===== config.mk =====
export PLATFORM = sky130hd
export DESIGN_NAME = write_operation
export DESIGN_NICKNAME = d
export VERILOG_FILES = /design/src/rtl/write_operation.sv
export SDC_FILE = /design/constraint.sdc
export NUM_CORES = 1
export LEC_CHECK = 0
export BUFFER_PORTS_ARGS = -buffer_cell sky130_fd_sc_hd__buf_4
export CAP_MARGIN = 5
export CELL_PAD_IN_SITES_DETAIL_PLACEMENT = 1
export CELL_PAD_IN_SITES_GLOBAL_PLACEMENT = 1
export CORE_AREA = 2 2 132 134
export DETAILED_ROUTE_END_ITERATION = 10
export DIE_AREA = 0 0 134 136
export GPL_ROUTABILITY_DRIVEN = 0
export PLACE_DENSITY = 0.78
export SLEW_MARGIN = 10
export SYNTH_ARGS = -nofsm -noshare
export SYNTH_HDL_FRONTEND = slang
export SYNTH_SLANG_ARGS = --single-unit

===== constraint.sdc =====
create_clock -name clk -period 1.63 [get_ports clk]
set_input_delay 0.0815 -clock clk [delete_from_list [all_inputs] [get_ports clk]]
set_output_delay 0.0815 -clock clk [all_outputs]
set_load 0.02 [all_outputs]

===== src/rtl/write_operation.sv =====
// write_operation: write-side register block of FactoCore.
// Decodes single-cycle bus writes into the writable control registers and
// produces one-cycle start/clear strobes for the factorial FSM, plus a write
// acknowledge and a sticky write-error flag. Every output is registered, so
// there is no combinational path from the bus inputs to any output.
//
// Ports:
//   clk         system clock, rising edge
//   reset_n     asynchronous active-low reset
//   S_sel       slave select
//   S_wr        write request (accepted when S_sel & S_wr at a rising edge)
//   S_addr      byte address of the write
//   S_din       write data
//   busy        factorial FSM is computing
//   opstart_q   opstart register (bit0 only)
//   opclear_q   opclear register (bit0 only, high for one cycle)
//   intrEn_q    interrupt enable register (bit0 only)
//   operand_q   operand register
//   start_pulse one-cycle start strobe
//   clear_pulse one-cycle clear strobe
//   wr_ack      one-cycle acknowledge per accepted write
//   wr_err      sticky error flag
module write_operation #(
  parameter int DATA_WIDTH = 64,
  parameter int ADDR_WIDTH = 8
) (
  input  logic                  clk,
  input  logic                  reset_n,
  input  logic                  S_sel,
  input  logic                  S_wr,
  input  logic [ADDR_WIDTH-1:0] S_addr,
  input  logic [DATA_WIDTH-1:0] S_din,
  input  logic                  busy,
  output logic [DATA_WIDTH-1:0] opstart_q,
  output logic [DATA_WIDTH-1:0] opclear_q,
  output logic [DATA_WIDTH-1:0] intrEn_q,
  output logic [DATA_WIDTH-1:0] operand_q,
  output logic                  start_pulse,
  output logic                  clear_pulse,
  output logic                  wr_ack,
  output logic                  wr_err
);

  localparam logic [ADDR_WIDTH-1:0] ADDR_OPSTART = ADDR_WIDTH'('h00);
  localparam logic [ADDR_WIDTH-1:0] ADDR_OPCLEAR = ADDR_WIDTH'('h08);
  localparam logic [ADDR_WIDTH-1:0] ADDR_INTREN  = ADDR_WIDTH'('h18);
  localparam logic [ADDR_WIDTH-1:0] ADDR_OPERAND = ADDR_WIDTH'('h20);

  logic                  opstart_bit_q, opstart_bit_d;
  logic                  opclear_bit_q, opclear_bit_d;
  logic                  intren_bit_q,  intren_bit_d;
  logic [DATA_WIDTH-1:0] operand_reg_q, operand_reg_d;
  logic                  start_q, start_d;
  logic                  clear_q, clear_d;
  logic                  ack_q,   ack_d;
  logic                  err_q,   err_d;
  logic                  wr_en;

  assign wr_en = S_sel & S_wr;

  always_comb begin
    opstart_bit_d = opstart_bit_q;
    opclear_bit_d = 1'b0;            // opclear self-clears after one cycle
    intren_bit_d  = intren_bit_q;
    operand_reg_d = operand_reg_q;
    start_d       = 1'b0;
    clear_d       = 1'b0;
    ack_d         = wr_en;           // ack every accepted write, even erroring ones
    err_d         = err_q;
    if (wr_en) begin
      unique case (S_addr)
        ADDR_OPSTART: begin
          if (!S_din[0]) begin
            opstart_bit_d = 1'b0;    // stopping is always allowed
          end else if (busy) begin
            err_d = 1'b1;
          end else begin
            opstart_bit_d = 1'b1;
            start_d       = 1'b1;    // re-issued even if opstart already set
          end
        end
        ADDR_OPCLEAR: begin
          // Clear dominates busy; intrEn survives a clear.
          if (S_din[0]) begin
            opclear_bit_d = 1'b1;
            clear_d       = 1'b1;
            opstart_bit_d = 1'b0;
            operand_reg_d = '0;
            err_d         = 1'b0;
          end
        end
        ADDR_INTREN: begin
          intren_bit_d = S_din[0];
        end
        ADDR_OPERAND: begin
          if (busy) begin
            err_d = 1'b1;
          end else begin
            operand_reg_d = S_din;
          end
        end
        default: begin
          // Read-only (opdone, result_h, result_l) or unmapped.
          err_d = 1'b1;
        end
      endcase
    end
  end

  always_ff @(posedge clk or negedge reset_n) begin
    if (!reset_n) begin
      opstart_bit_q <= 1'b0;
      opclear_bit_q <= 1'b0;
      intren_bit_q  <= 1'b0;
      operand_reg_q <= '0;
      start_q       <= 1'b0;
      clear_q       <= 1'b0;
      ack_q         <= 1'b0;
      err_q         <= 1'b0;
    end else begin
      opstart_bit_q <= opstart_bit_d;
      opclear_bit_q <= opclear_bit_d;
      intren_bit_q  <= intren_bit_d;
      operand_reg_q <= operand_reg_d;
      start_q       <= start_d;
      clear_q       <= clear_d;
      ack_q         <= ack_d;
      err_q         <= err_d;
    end
  end

  assign opstart_q   = {{(DATA_WIDTH-1){1'b0}}, opstart_bit_q};
  assign opclear_q   = {{(DATA_WIDTH-1){1'b0}}, opclear_bit_q};
  assign intrEn_q    = {{(DATA_WIDTH-1){1'b0}}, intren_bit_q};
  assign operand_q   = operand_reg_q;
  assign start_pulse = start_q;
  assign clear_pulse = clear_q;
  assign wr_ack      = ack_q;
  assign wr_err      = err_q;

endmodule


==> metrics.csv, run 1 <==
stage,metric,value,unit
run_status,status,"finished, violations left",
run_status,violations,negative setup slack,
finish,drive_gt1_frac,0.313,
floorplan,fp.dieArea,0.0182,mm^2
cts,clock_latency,0.33,ns
sta,period_needed,1.65,ns
setup_path,cpMaxStageDelayCell,or3_4,
sta,fmax,0.605,GHz
finish,layout_common_cells,"conb_1 (189), buf_4 (154), dfrtp_1 (70)",
cts,cts_tree,built,
finish,fin_area,0.00585,mm^2
synth,post_synth.cell_area_avg,11.0,um^2
synth,synth_edf_count,0,
setup_path,crit_arrival,1.86,ns
cts,cts_max_path_buffers,2,
cts,cts_buffers,9,
synth,synth_cells,378,
flow_run,maxCapViolCount,0,
synth,yosys.area.top_type,dfrtp_1,
finish,n_fill_cell,1929,
setup_path,cp-end-kind,register,
drt,drc,0,
global_route,grt_remaining_overflow,0,
place,hpwl,7540,um
floorplan,row_count,48,
min_path,hp-class,in2reg,
drt,ant_nets,0,
drt,wire_per_inst,15.0,um
setup_path,path_cells,"buf_6, or3_4, or4_4, or3_4, clkbuf_16, a22o_1",
finish,nets,675,
synth,ys_types,29,
cts,clock-sinks,70,
global_route,grt_max_degree,58,
synth,yosysSeqAreaShare,0.420,
finish,insertedDiodeCount,0,
synth,synthFlopType,dfrtp_1,
global_route,grt_first_pass_wirelength,17500,um
global_route,grt_pass1_vias,3041,
synth,ys_ff_latch,70,
floorplan,boundaryPins,337,
drt,drt_first_pass_iters,4,
setup_path,crit_type,in2reg,
drt,vias_per_cell,3.70,
setup_path,cp_common_cell,or3_4,
power,ir_drop,0.492,mV
finish,syn2layout_area_growth,40.2,%
setup_path,required,1.84,ns
sta,maxSlewViolCount,0,
synth,synth_top_area_frac,0.420,
sta,worst_slack,-0.0228,ns
drt,wl,12400,um
cts,clkTransAtPathRegs,0.06,ns
place,post_dp_cell_area,0.00476,mm^2
floorplan,initial_core_util,0.247,
global_route,grt.total_usage,0.125,
sta,hold_ws,0.0540,ns
power,p_leak,3.19,nW
power,powerDensity,790,mW/mm^2
cts,cts.htree.levels,3,
finish,fin_util,0.346,
sta,skew,0,ns
place,place_inst,743,
synth,async_flop_share,1.00,
drt,num_vias,3065,
global_route,antenna_found_initial,0,
floorplan,dieWidth,134,um
floorplan,die_height,136,um
cts,clock-root-buffer,clkbuf_16,
sta,post-route-period-util,1.01,
setup_path,crit_path_max_incr_delay,0.45,ns
sta,rsz0062_at_grt,yes,
finish,mostFrequentLayoutCell,conb_1,
finish,regArea,0.00175,mm^2
synth,netlist_area,0.00417,mm^2
power,p_total,4.62,mW
synth,synth.yosys.warnings,0,
finish,layoutNonFillerInstCount,828,
floorplan,coreArea,0.0169,mm^2
setup_path,cp-start-kind,input pin,
sta,finalSetupViolations,23,
place,io_buffers,147,
drt,drtIter0Drc,97,
sta,hold_viol_final,0,
setup_path,critPathMaxFanout,15,
finish,multiInputGateArea,0.00151,mm^2
synth,synth_area_leaders,"dfrtp_1 (42%), buf_4 (35%), a22o_1 (13%)",
critical path, delay by kind of cell:
kind / cells / cell delay [ns]
AOI/OAI and AO/OA: 1 / 0.20
buffers and inverters: 2 / 0.31
and+or+nand+nor: 3 / 1.25
what timing repair did:
item	4_1_cts	5_1_grt
resized for setup	4	4
cloned	1	3
pin swaps	0	3
setup buffers	0	1
endpoints found under the setup margin	63	46
hold buffers	64	0
endpoints found under the hold margin	87	0
cell type report:
type / instances / share of cell area
repair buffers: 227 / 0.339
flip-flops and latches: 70 / 0.300
multi-input cells: 285 / 0.259
well taps: 225 / 0.0481
clock buffers: 10 / 0.0392
clock inverters: 6 / 0.0120
inverters: 5 / 0.00321
cell families after synthesis:
logic type	after synthesis	share of synthesized area
AOI/OAI and AO/OA	74	0.150
DFF	70	0.420
other	1	0.000899
and+or+nand+nor	20	0.0288
muxes	2	0.00510
buffers and inverters	211	0.395
worst paths after layout:
kind / from / endpoint / slack [ns] / depth (start not counted)
max: S_addr[1] / operand_q[37]$_DFFE_PN0P_ / -0.02 / 6
min: S_din[0] / clear_pulse$_DFF_PN0_ / 0.05 / 3
max reg2reg: wr_err$_DFFE_PN0P_ / wr_err$_DFFE_PN0P_ / 0.83 / 2
min reg2reg: operand_q[11]$_DFFE_PN0P_ / operand_q[11]$_DFFE_PN0P_ / 0.50 / 1
max in group asynchronous: reset_n / start_pulse$_DFF_PN0_ / 0.85 / 3
min in group asynchronous: reset_n / operand_q[34]$_DFFE_PN0P_ / 0.20 / 2
flip-flops by register name, summed over array words and instances (netlist names):
register / flops
operand_q: 64
clear_pulse: 1
intren_bit_q: 1
opstart_bit_q: 1
start_pulse: 1
wr_ack: 1
wr_err: 1
per-stage QoR:
stage | setup slack (ns) | TNS, ns
floorplan | -0.149 | -9.18
global placement | -0.444 | -25.16
detailed placement | -0.467 | -26.67
CTS | -0.0321 | -0.0944
global route | -0.0615 | -1.80
finish | -0.0228 | -0.229
power by group:
part	leakage [nW]	internal (mW)	switching [mW]
clock network	0.136	1.20	0.762
logic	2.09	0.297	0.578
registers	0.965	1.77	0.0185
total	3.19	3.26	1.36
Yosys cell counts (2+ instances only):
cell type	count
a22o_2	3
a22o_1	60
buf_6	2
and3_1	2
nor2_1	2
buf_4	193
nand2_1	3
nor3_1	3
inv_1	5
o21ai_0	5
nand3_1	2
and2b_2	2
dfrtp_1	70
clkbuf_8	5
or3_1	2
buf_8	6
per-layer routing:
metal  GRT usage  share of wire  up-vias  wire (um)
met5           0              0        -          0
met4      0.0396          0.013        0        161
met3      0.0362          0.092       13       1140
met2       0.216           0.51      199       6320
met1       0.149           0.39     1498       4810
li1            -              -     1355          -
Note: power is estimated with default switching activity, not from simulation.
==> run 2, diff against run 1 <==
--- a/config.mk
+++ b/config.mk
@@ -14,6 +14,7 @@
 export DIE_AREA = 0 0 134 136
 export GPL_ROUTABILITY_DRIVEN = 0
 export PLACE_DENSITY = 0.78
+export SETUP_SLACK_MARGIN = 0.15
 export SLEW_MARGIN = 10
 export SYNTH_ARGS = -nofsm -noshare
 export SYNTH_HDL_FRONTEND = slang
==> run 2 against run 1 <==
  * The run still ends with negative setup slack left
  * Die area did not move
  * Core utilization rose by 0.82 points
  * Clock skew did not move
  * Routed wire length rose by 0.90%
  * Sequential share of layout area fell by 0.70 points
  * Combinational power barely moved
  * Register-to-register slack barely moved
  * Largest cell class unchanged
==> metrics.csv, run 2 (same netlist as run 1, synthesis figures left out) <==
stage,metric,value,unit
setup_path,required,1.83,ns
setup_path,crit_buf_inv,3,
floorplan,row_count,48,
drt,vias_per_cell,3.71,
global_route,grt_pass1_vias,3110,
sta,period_needed,1.71,ns
setup_path,r2r-start,wr_err$_DFFE_PN0P_,
finish,mostFrequentLayoutCell,conb_1,
cts,clock_latency,0.33,ns
place,hpwl,7540,um
run_status,status,"finished, violations left",
setup_path,r2r_cells,2,
sta,post-route-period-util,1.05,
drt,drc,0,
finish,largest_register_ffs,64,
floorplan,die_height,136,um
setup_path,cpMaxStageDelayCell,or4_4,
min_path,min_to,clear_pulse$_DFF_PN0_,
power,p_int,3.26,mW
finish,layoutNonFillerInstCount,836,
power,clkPwrFrac,0.424,
floorplan,fp.dieArea,0.0182,mm^2
floorplan,initial_core_util,0.247,
min_path,min_path_cells,3,
finish,drive_gt1_frac,0.322,
global_route,grt.total_usage,0.127,
power,ir_drop,0.493,mV
power,switching_share,0.294,
setup_path,critPathMaxFanout,8,
drt,num_vias,3103,
sta,hold_viol_final,0,
cts,clock-sinks,70,
sta,rsz0062_at_grt,yes,
finish,syn2layout_area_growth,43.5,%
cts,clkTransAtPathRegs,0.06,ns
setup_path,crit_arrival,1.91,ns
cts,clock-root-buffer,clkbuf_16,
sta,hold_ws,0.0542,ns
finish,layout_common_cells,"conb_1 (189), buf_4 (155), dfrtp_1 (70)",
setup_path,cp_top_family,simple AND/OR/NAND/NOR gates,
global_route,grt_max_degree,58,
min_path,hp-class,in2reg,
cts,cts_max_path_buffers,2,
setup_path,crit_path_max_incr_delay,0.43,ns
power,p_sw,1.36,mW
sta,finalSetupViolations,63,
power,powerDensity,771,mW/mm^2
run_status,violations,negative setup slack,
place,dp_slack,-0.467,ns
cts,cts_tree,built,
drt,wire_per_inst,15.0,um
place,place_inst,743,
place,io_buffers,147,
min_path,hold_start,S_din[0],
cts,cts.htree.levels,3,
setup_path,ff2ff_setup_slack,0.83,ns
global_route,grt_remaining_overflow,0,
setup_path,cp-end-kind,register,
sta,fmax,0.585,GHz
drt,wl,12500,um
sta,skew,0,ns
floorplan,dieWidth,134,um
finish,n_fill_cell,1930,
global_route,antenna_found_initial,0,
setup_path,cp-start-kind,input pin,
floorplan,boundaryPins,337,
drt,drt_first_pass_iters,4,
sta,tns,-3.21,ns
setup_path,path_cells,"buf_6, or3_4, or4_4, or3_4, buf_6, buf_12, a22o_1",
flow_run,maxCapViolCount,0,
global_route,grt_first_pass_wirelength,17800,um
power,p_leak,3.27,nW
power,power_frac_comb,0.189,
cts,cts_buffers,9,
power,seqPwrFrac,0.387,
drt,ant_nets,0,
floorplan,coreArea,0.0169,mm^2
setup_path,r2r_end,wr_err$_DFFE_PN0P_,
finish,nets,683,
setup_path,startpoint,S_addr[1],
finish,insertedDiodeCount,0,
sta,worst_slack,-0.0803,ns
setup_path,crit_type,in2reg,
drt,drtIter0Drc,97,
sta,maxSlewViolCount,0,
power,p_total,4.62,mW
-- run 2: cell count changes in the layout (fill, tap and decap cells not counted), sizes merged --
| cell | change |
|---|---|
| buf | +9 |
| clkbuf | -1 |
-- run 2: routing by layer --
| layer | up-vias | share of wire | GRT usage |
|---|---|---|---|
| met1 | 1522 | 0.41 | 0.158 |
| met2 | 193 | 0.50 | 0.215 |
| li1 | 1377 | - | - |
| met3 | 11 | 0.079 | 0.0369 |
| met5 | - | 0 | 0 |
| met4 | 0 | 0.011 | 0.0384 |
-- run 2: timing repair --
| item | 4_1_cts | 5_1_grt |
|---|---|---|
| setup buffers | 3 | 3 |
| hold buffers | 64 | 0 |
| cloned | 4 | 3 |
| endpoints found under the setup margin | 63 | 63 |
| gates resized for setup | 10 | 6 |
| pin swaps | 1 | 4 |
| endpoints found under the hold margin | 87 | 0 |
-- run 2: final cells by class --
cell class	count	area, um^2	area share
well taps	225	282	0.0470
repair buffers	235	2120	0.354
clock buffers	10	229	0.0383
clock inverters	6	70.1	0.0117
inverters	5	18.8	0.00314
multi-input cells	285	1510	0.253
flip-flops and latches	70	1750	0.293
-- run 2: tightest hold or removal path, stage by stage --
cell,delay [ns]
buf_4,0.14
nand3_1,0.07
nor2_1,0.05
-- run 2: worst max-delay path by stage --
stage                                     end  depth (start not counted)
finish              operand_q[36]$_DFFE_PN0P_                          7
global route         operand_q[5]$_DFFE_PN0P_                          7
CTS                 operand_q[26]$_DFFE_PN0P_                          7
detailed placement  operand_q[26]$_DFFE_PN0P_                          6
global placement    operand_q[28]$_DFFE_PN0P_                          6
floorplan           operand_q[10]$_DFFE_PN0P_                          6
-- run 2: power by group through the flow --
stage / sequential, mW / clock, mW / combinational [mW]
CTS: 1.78 / 2.03 / 0.853
global placement: 1.81 / 0 / 0.712
detailed placement: 1.81 / 0 / 0.720
finish: 1.78 / 1.96 / 0.874
global route: 1.79 / 2.11 / 0.938
floorplan: 1.84 / 0 / 0.781
-- run 2: through the flow --
step | utilization | cell area [um^2]
final | 0.355 | 5990
after global routing | 0.355 | 5990
after CTS | 0.348 | 5870
after detailed placement | 0.282 | 4760
after global placement | 0.282 | 4760
after floorplan | - | 4880
